$ cat config.mk
export PLATFORM = sky130hd
export DESIGN_NAME = add_share_arb
export DESIGN_NICKNAME = d
export VERILOG_FILES = /design/src/rtl/add_share_arb_pkg.sv /design/src/rtl/add_share_arb_add16.sv /design/src/rtl/add_share_arb.sv
export SDC_FILE = /design/constraint.sdc
export NUM_CORES = 1
export LEC_CHECK = 0
export ABC_AREA = 1
export CAP_MARGIN = 20
export CELL_PAD_IN_SITES_DETAIL_PLACEMENT = 1
export CELL_PAD_IN_SITES_GLOBAL_PLACEMENT = 2
export CORE_ASPECT_RATIO = 0.5
export CORE_MARGIN = 4
export CORE_UTILIZATION = 26
export CTS_CLUSTER_SIZE = 10
export DETAILED_ROUTE_END_ITERATION = 7
export PLACE_DENSITY_LB_ADDON = 0.1
export SYNTH_ARGS = -nofsm -noshare
export SYNTH_HDL_FRONTEND = slang
export SYNTH_SLANG_ARGS = --single-unit
$ cat constraint.sdc
create_clock -name clk -period 13.1 [get_ports clk]
set_clock_uncertainty 0.2 [all_clocks]
set_input_delay 1.965 -clock clk [delete_from_list [all_inputs] [get_ports clk]]
set_output_delay 1.965 -clock clk [all_outputs]
set_load 0.005 [all_outputs]
$ cat src/rtl/add_share_arb_pkg.sv
`default_nettype none
// ============================================================================
// Module  : add_share_arb_pkg
// Brief   : Shared types, widths and the round-robin pick helper for add_share_arb
// Revision: 1.0
// ============================================================================
package add_share_arb_pkg;

    localparam int ADD_W        = 16;
    localparam int DEFAULT_NREQ = 3;
    localparam int RR_IDX_W     = 3;   // enough for up to 8 requesters

    typedef enum logic [1:0] {
        IDLE = 2'd0,
        EXEC = 2'd1,
        RESP = 2'd2
    } state_t;

    // First set bit of req at or above ptr, wrapping at nreq; 0 if none set.
    function automatic logic [RR_IDX_W-1:0] rr_pick(
        input logic [7:0]          req,
        input logic [RR_IDX_W-1:0] ptr,
        input int unsigned         nreq
    );
        logic [RR_IDX_W-1:0] win;
        logic                found;
        int unsigned         idx;
        win   = '0;
        found = 1'b0;
        for (int unsigned i = 0; i < 8; i++) begin
            if (i < nreq) begin
                idx = {29'd0, ptr} + i;
                if (idx >= nreq) begin
                    idx = idx - nreq;
                end
                if (!found && req[idx[RR_IDX_W-1:0]]) begin
                    win   = idx[RR_IDX_W-1:0];
                    found = 1'b1;
                end
            end
        end
        return win;
    endfunction

endpackage
`default_nettype wire

$ cat src/rtl/add_share_arb_add16.sv
`default_nettype none
// ============================================================================
// Module  : add_16bit
// Brief   : 16-bit ripple-carry adder, carry-in tied low, carry-out discarded
// Revision: 1.0
// ============================================================================
module add_16bit
    import add_share_arb_pkg::*;
(
    input  logic [ADD_W-1:0] a,
    input  logic [ADD_W-1:0] b,
    output logic [ADD_W-1:0] s
);

    logic [ADD_W-1:0] w_c;

    assign w_c[0] = 1'b0;

    for (genvar i = 0; i < ADD_W; i++) begin : g_bit
        assign s[i] = a[i] ^ b[i] ^ w_c[i];
        if (i < ADD_W - 1) begin : g_carry
            assign w_c[i+1] = (a[i] & b[i]) | (w_c[i] & (a[i] ^ b[i]));
        end
    end

endmodule
`default_nettype wire

$ cat src/rtl/add_share_arb.sv
`default_nettype none
// ============================================================================
// Module  : add_share_arb
// Brief   : Round-robin arbiter sharing one registered 16-bit adder among NREQ requesters
// Revision: 1.0
// ============================================================================
module add_share_arb
    import add_share_arb_pkg::*;
#(
    parameter int NREQ = DEFAULT_NREQ,
    parameter int W    = ADD_W
) (
    input  logic              clk,
    input  logic              rst,
    input  logic [NREQ-1:0]   req,
    input  logic [NREQ*W-1:0] a_in,
    input  logic [NREQ*W-1:0] b_in,
    output logic [NREQ-1:0]   ack,
    output logic [W-1:0]      sum,
    output logic              ovf,
    output logic              busy
);

    state_t               r_state;
    state_t               w_state_nxt;
    logic [RR_IDX_W-1:0]  r_ptr;
    logic [RR_IDX_W-1:0]  r_owner;
    logic [W-1:0]         r_op_a;
    logic [W-1:0]         r_op_b;
    logic [W-1:0]         r_sum;
    logic                 r_ovf;
    logic [NREQ-1:0]      r_ack;
    logic                 r_busy;

    logic [W-1:0]         w_add;
    logic [RR_IDX_W-1:0]  w_grant;
    logic                 w_latch;
    logic                 w_capture;
    logic                 w_release;
    logic [NREQ-1:0]      w_ack_d;
    logic                 w_busy_d;

    add_16bit u_add (
        .a (r_op_a),
        .b (r_op_b),
        .s (w_add)
    );

    always_ff @(posedge clk) begin
        if (rst) begin
            r_state <= IDLE;
        end else begin
            r_state <= w_state_nxt;
        end
    end

    always_comb begin
        w_state_nxt = r_state;
        case (r_state)
            IDLE:    if (|req) w_state_nxt = EXEC;
            EXEC:    w_state_nxt = RESP;
            RESP:    w_state_nxt = IDLE;
            default: w_state_nxt = IDLE;
        endcase
    end

    // ack and busy are computed one cycle early so they leave the block from flops.
    always_comb begin
        w_grant   = rr_pick(8'(req), r_ptr, NREQ);
        w_latch   = (r_state == IDLE) && (|req);
        w_capture = (r_state == EXEC);
        w_release = (r_state == RESP);
        w_ack_d   = '0;
        if (w_capture) begin
            w_ack_d = {{(NREQ-1){1'b0}}, 1'b1} << r_owner;
        end
        w_busy_d  = (w_state_nxt != IDLE);
    end

    always_ff @(posedge clk) begin
        if (rst) begin
            r_ptr   <= '0;
            r_owner <= '0;
            r_op_a  <= '0;
            r_op_b  <= '0;
            r_sum   <= '0;
            r_ovf   <= 1'b0;
            r_ack   <= '0;
            r_busy  <= 1'b0;
        end else begin
            r_ack  <= w_ack_d;
            r_busy <= w_busy_d;
            if (w_latch) begin
                r_op_a  <= a_in[w_grant*W +: W];
                r_op_b  <= b_in[w_grant*W +: W];
                r_owner <= w_grant;
            end
            if (w_capture) begin
                r_sum <= w_add;
                r_ovf <= (r_op_a[W-1] == r_op_b[W-1]) && (w_add[W-1] != r_op_a[W-1]);
            end
            if (w_release) begin
                r_ptr <= (r_owner == RR_IDX_W'(NREQ-1)) ? '0 : r_owner + 1'b1;
            end
        end
    end

    assign ack  = r_ack;
    assign sum  = r_sum;
    assign ovf  = r_ovf;
    assign busy = r_busy;

endmodule
`default_nettype wire

Yosys cells after proc, flatten, opt, wreduce, memory -nomap -nowiden
Index checks and enable logic that the tools add are counted.
- flip-flop bits (word level): 61
- output and inout bits: 21
- logic and storage cells: 131
- add/sub/neg operators: 6
- magnitude comparators: 6
- equal/unequal tests: 5
- shifts and indexed selects: 3
- mux-type cells: 17
- bitwise operators: 75
- reduce and logical (&&, ||, !) cells: 10
- operators with widths (cell ; count):
    $shiftx A48 B8 Y16 ; 2
    $xor A1 B1 Y1 ; 31
    $and A1 B1 Y1 ; 29
    $mux W3 ; 7
    $or A1 B1 Y1 ; 14
    $lt A3 B4 Y1 const B ; 3
    $bmux W1 S3 ; 3
    $sub A3 B2 Y3 const B ; 3
    $ge A4 B2 Y1 const B ; 2
    $mux W1 ; 5
    $add A3 B1 Y4 const B ; 1
    $add A3 B2 Y4 const B ; 1
    $logic_and A1 B1 Y1 ; 4
    $pmux W2 S2 ; 1
    $add A3 B1 Y3 const B ; 1
    $eq A3 B2 Y1 const B ; 1
    $ge A3 B2 Y1 const B ; 1
    $reduce_or A3 Y1 ; 1
    $shl A1 B3 Y3 const A ; 1
    $eq A2 B1 Y1 const B ; 1
    $eq A2 B2 Y1 const B ; 1
    $logic_not A1 Y1 ; 2
    $logic_not A2 Y1 ; 1
    $mux W2 ; 1
    other kinds (5) ; 5

Depth between registers and ports, before layout
- depth in word-level cells: 32
- depth in mapped cells: 22
- mapped depth without buffers: 22

By module
Synthesis repeated with hierarchy kept, for this count alone.
- cells, all modules: 613
- area, all modules: 4291.6 um2
- by module, submodules not included (module ; times used ; cells each ; area each (um2) ; seq. area each (um2)):
    add_share_arb ; 1 ; 584 ; 3942.5 ; 1221.2
    add_16bit ; 1 ; 29 ; 349.1 ; 0.0

Worst setup path after synthesis
No wires, ideal clock.
- path type: flip-flop to flip-flop
- from: reg r_op_a[0]
- to: reg r_sum[15], in the netlist sum[15]
- setup time: 117 ps
- arrival: 5937 ps
- required time: 12783 ps
- setup slack: 6846 ps
- stages on the path, launching flop included: 22
- buffers on the path: 0
- cells stage by stage: dfxtp_1 > ha_1 > fa_1 > fa_1 > fa_1 > fa_1 > fa_1 > fa_1 > fa_1 > fa_1 > fa_1 > fa_1 > fa_1 > fa_1 > inv_1 > fa_1 > inv_1 > fa_1 > o21ai_0 > nand2_1 > o221ai_1 > inv_1
- word-level cells in the longest chain between the ends: 30
- ends and longest elaborated chain (what ; RTL line ; RTL):
    from (decl) ; add_share_arb.sv:28 ; logic [W-1:0] r_op_a;
    from (signal assigned) ; add_share_arb.sv:94 ; r_op_a <= a_in[w_grant*W +: W];
    $and A1 B1 Y1 (2 in series) ; add_share_arb_add16.sv:22 ; assign w_c[i+1] = (a[i] & b[i]) | (w_c[i] & (a[i] ^ b[i]));
    $or A1 B1 Y1 ; add_share_arb_add16.sv:22 ;
    $and A1 B1 Y1 ; add_share_arb_add16.sv:22 ;
    $or A1 B1 Y1 ; add_share_arb_add16.sv:22 ;
    $and A1 B1 Y1 ; add_share_arb_add16.sv:22 ;
    $or A1 B1 Y1 ; add_share_arb_add16.sv:22 ;
    $and A1 B1 Y1 ; add_share_arb_add16.sv:22 ;
    $or A1 B1 Y1 ; add_share_arb_add16.sv:22 ;
    [13 not listed] ; -- ;
    $or A1 B1 Y1 ; add_share_arb_add16.sv:22 ;
    $and A1 B1 Y1 ; add_share_arb_add16.sv:22 ;
    $or A1 B1 Y1 ; add_share_arb_add16.sv:22 ;
    $and A1 B1 Y1 ; add_share_arb_add16.sv:22 ;
    $or A1 B1 Y1 ; add_share_arb_add16.sv:22 ;
    $and A1 B1 Y1 ; add_share_arb_add16.sv:22 ;
    $or A1 B1 Y1 ; add_share_arb_add16.sv:22 ;
    $xor A1 B1 Y1 ; add_share_arb_add16.sv:20 ; assign s[i] = a[i] ^ b[i] ^ w_c[i];
    to (signal assigned) ; add_share_arb.sv:99 ; r_sum <= w_add;
    to (decl) ; add_share_arb.sv:30 ; logic [W-1:0] r_sum;
No other way between the ends.
A chain may end at the register's enable or synchronous reset.

Final worst setup path
Ends and elaborated chain as after synthesis.

==> results.yml <==
sta:
  slew_violations: 0
  fmax_mhz: 152
  holdWs_ns: 0.294
  hold_viol: 0
  worst_pin_slew_ns: 0.995
  slew_headroom: 0.335
  period_share: 0.501
  setup_viol: 0
  fin_setup_tns_ns: 0
  rsz0062_at_grt: "false"
  min_period_ns: 6.57
yosys:
  synth_area_sq_mm: 0.00381
  ys.flop_type: "dfxtp_1"
  synth_seq_cells: 61
  synth-async-reset-ratio: 0
  synth.distinct_cells: 31
  seq_area_frac_synth: 0.321
  postSynthCellCount: 572
  avgSynthCellArea_sq_um: 6.66
  yosys_warnings: 0
  syn-num-nets: 695
  synth-edff-count: 0
die:
  core_sq_mm: 0.0139
  die_h_um: 93.6
  ioPinCount: 122
  core.rowCount: 30
  start_util: 0.274
  die_w_um: 179
  die_area_sq_mm: 0.0168
run:
  max-cap-violations: 0
worst_setup_path:
  slowest_delay_ns: 0.40
  critPathKind: "reg2reg"
  cpLargestDelayFamily: "adder cells"
  start_kind: "flop"
  r2r_end: "sum[15]$_SDFFE_PP0P_"
  crit_chain: "ha_1, fa_1, fa_1, fa_1, fa_1, fa_1, fa_1, fa_1, fa_1, fa_1, fa_1, fa_1, fa_1, inv_1, fa_1, inv_1, fa_1, inv_1, nand2_1, nor2_1, o221ai_1, inv_1"
  end_kind: "flop"
  cp.arrival_ns: 6.64
  r2r-start: "r_op_a[0]$_SDFFE_PP0P_"
  critPathSlowestCell: "fa_1"
  reg2reg_depth: 22
  reg2reg_setup_slack_ns: 6.53
  crit_top_cell: "fa_1"
  worstPathRequired_ns: 13.18
  crit_buf_inv: 4
  critPathMaxFanout: 2
clock_tree:
  cts_tree: "done"
  cts_buffer_depth: 2
  cts_buffers: 9
  cts_setup_buffers: 0
  cts_root_buf: "clkbuf_16"
  holdBufCountCts: 0
  insertion_delay_ns: 0.34
  clkSlewWorstSetupHoldPaths_ns: 0.06
  cts_max_level: 3
  cts_num_sinks: 61
  cts_resized: 0
global_route:
  globalRouteTotalUtil: 0.164
  grt_max_degree: 51
  antenna_found_initial: 0
  grt_overflow: 0
  grt_pass1_vias: 4009
  grt_pass1_wl_mm: 21.3
routing:
  dr_total_vias: 3902
  drc_errors: 0
  wl_per_cell_um: 15.1
  firstDrtPassIters: 4
  wl_mm: 13.3
  first_iter_violations: 123
  post_drt_via_cell_ratio: 4.45
  drtAntennaViolNets: 0
finish:
  area_delta_synth_final_pct: 44.3
  nets: 802
  drive_above_1_share: 0.0526
  antenna_cells: 0
pwr:
  p_per_area_mw_per_mm2: 147
  ir_drop_mv: 0.0597
  p_leak_uw: 0.00263
  power_uw: 811
place:
  io_buffer_count: 121
  place_hpwl_mm: 9.74
  routabilityCongestion: 0.776
worst_hold_path:
  min_from: "r_owner[0]$_SDFFE_PP0P_"
  min_path_cells: 1
  whs_endpoint: "ack[0]$_SDFF_PP0_"
  hold_class: "reg2reg"
run_status:
  outcome: "finished clean"
==> area by class of cell <==
type,instances,area (sq um)
tap,192,240
clock buffer,9,225
clock inverter,7,97.6
timing repair buffer,127,1260
inverter,68,255
sequential,61,1220
multi-input combinational,412,2200
fill,1741,8430
==> kinds of logic after synthesis <==
| family | after synthesis | share of synthesized area |
|---|---|---|
| xor gates and xnor gates | 2 | 0.00460 |
| buffers and inverters | 99 | 0.103 |
| AOI/OAI and AO/OA | 79 | 0.109 |
| adders and majority gates | 22 | 0.0998 |
| and+or+nand+nor | 309 | 0.363 |
| DFF | 61 | 0.321 |
==> worst register-to-register path, stage by stage (launching register included) <==
cell and delay [ns]:
dfxtp_1 0.31, ha_1 0.20, fa_1 0.38, fa_1 0.39
fa_1 0.39, fa_1 0.39, fa_1 0.39, fa_1 0.39
fa_1 0.39, fa_1 0.40, fa_1 0.40, fa_1 0.40
fa_1 0.39, fa_1 0.37, inv_1 0.07, fa_1 0.17
inv_1 0.05, fa_1 0.40, inv_1 0.08, nand2_1 0.06
nor2_1 0.08, o221ai_1 0.12, inv_1 0.08
==> registers in the layout, indices dropped and copies added, names as in the netlist <==
signal / cells
r_state: 2
r_ptr: 3
sum: 16
r_owner: 3
r_op_a: 16
ack: 3
ovf: 1
r_op_b: 16
busy: 1
==> per-stage QoR <==
| stage | utilization | area (sq um) | instances | setup slack, ns |
|---|---|---|---|---|
| after floorplan | - | 3810 | 572 | 6.85 |
| after global placement | 0.372 | 5170 | 860 | 6.64 |
| after detailed placement | 0.372 | 5170 | 860 | 6.54 |
| after CTS | 0.395 | 5500 | 876 | 6.48 |
| after global routing | 0.395 | 5500 | 876 | 6.23 |
| final | 0.395 | 5500 | 876 | 6.53 |
==> cells in the final DEF (no fill, tap or decap), types with 2 or more instances in the layout <==
master | Yosys | layout
nand2_1 | 166 | 166
clkdlybuf4s50_1 | 0 | 121
inv_1 | 65 | 65
nand3_1 | 65 | 65
dfxtp_1 | 61 | 61
o21ai_0 | 43 | 43
nor2_1 | 42 | 42
a21oi_1 | 28 | 28
nand3b_1 | 22 | 22
fa_1 | 14 | 14
clkbuf_16 | 0 | 9
ha_1 | 8 | 8
buf_4 | 2 | 6
nand2_2 | 3 | 3
nand3_2 | 3 | 3
nor3_1 | 3 | 3
xor2_1 | 2 | 2
inv_2 | 2 | 2
a21oi_2 | 2 | 2
a211oi_1 | 2 | 2
bufinv_16 | 0 | 2
clkinvlp_4 | 0 | 2
==> how the worst max path moves through the flow <==
stage                           startpoint              endpoint  slack, ns  depth (start not counted)
floorplan           r_op_a[0]$_SDFFE_PP0P_  sum[15]$_SDFFE_PP0P_       6.85                         21
global placement    r_op_a[0]$_SDFFE_PP0P_  sum[15]$_SDFFE_PP0P_       6.64                         22
detailed placement  r_op_a[0]$_SDFFE_PP0P_  sum[15]$_SDFFE_PP0P_       6.54                         22
CTS                 r_op_a[0]$_SDFFE_PP0P_  sum[15]$_SDFFE_PP0P_       6.48                         22
global route        r_op_a[0]$_SDFFE_PP0P_  sum[15]$_SDFFE_PP0P_       6.23                         22
finish              r_op_a[0]$_SDFFE_PP0P_  sum[15]$_SDFFE_PP0P_       6.53                         22
==> synthesized netlist by cell type (2+ instances only) <==
cell type | n | share of area
nand2_1 | 166 | 0.16
dfxtp_1 | 61 | 0.32
o21ai_0 | 43 | 0.056
clkbuf_1 | 14 | 0.014
nor2_1 | 42 | 0.041
ha_1 | 8 | 0.026
fa_1 | 14 | 0.074
buf_1 | 4 | 0.0039
nand3_2 | 3 | 0.0079
a211oi_1 | 2 | 0.0039
xor2_1 | 2 | 0.0046
a21oi_2 | 2 | 0.0046
buf_2 | 11 | 0.014
a21oi_1 | 28 | 0.037
nand3_1 | 65 | 0.085
nor3_1 | 3 | 0.0039
buf_4 | 2 | 0.0039
nand3b_1 | 22 | 0.043
inv_1 | 65 | 0.064
inv_2 | 2 | 0.0020
nand2_2 | 3 | 0.0049
==> per-layer routing <==
metal | up-vias | share of wire | global-route usage
met3 | 6 | 0.065 | 0.0509
met2 | 83 | 0.42 | 0.257
li1 | 2031 | - | -
met5 | - | 0 | 0
met4 | 0 | 0.0040 | 0.0266
met1 | 1782 | 0.51 | 0.226
==> report_power, final <==
part	internal (uW)	leakage, uW	switching, uW	total, uW
Sequential	220	0.000504	29.4	249
Clock	167	0.000152	91.8	259
Combinational	121	0.00198	182	303
Total	508	0.00263	303	811
Note: power is estimated with default switching activity, not from simulation.
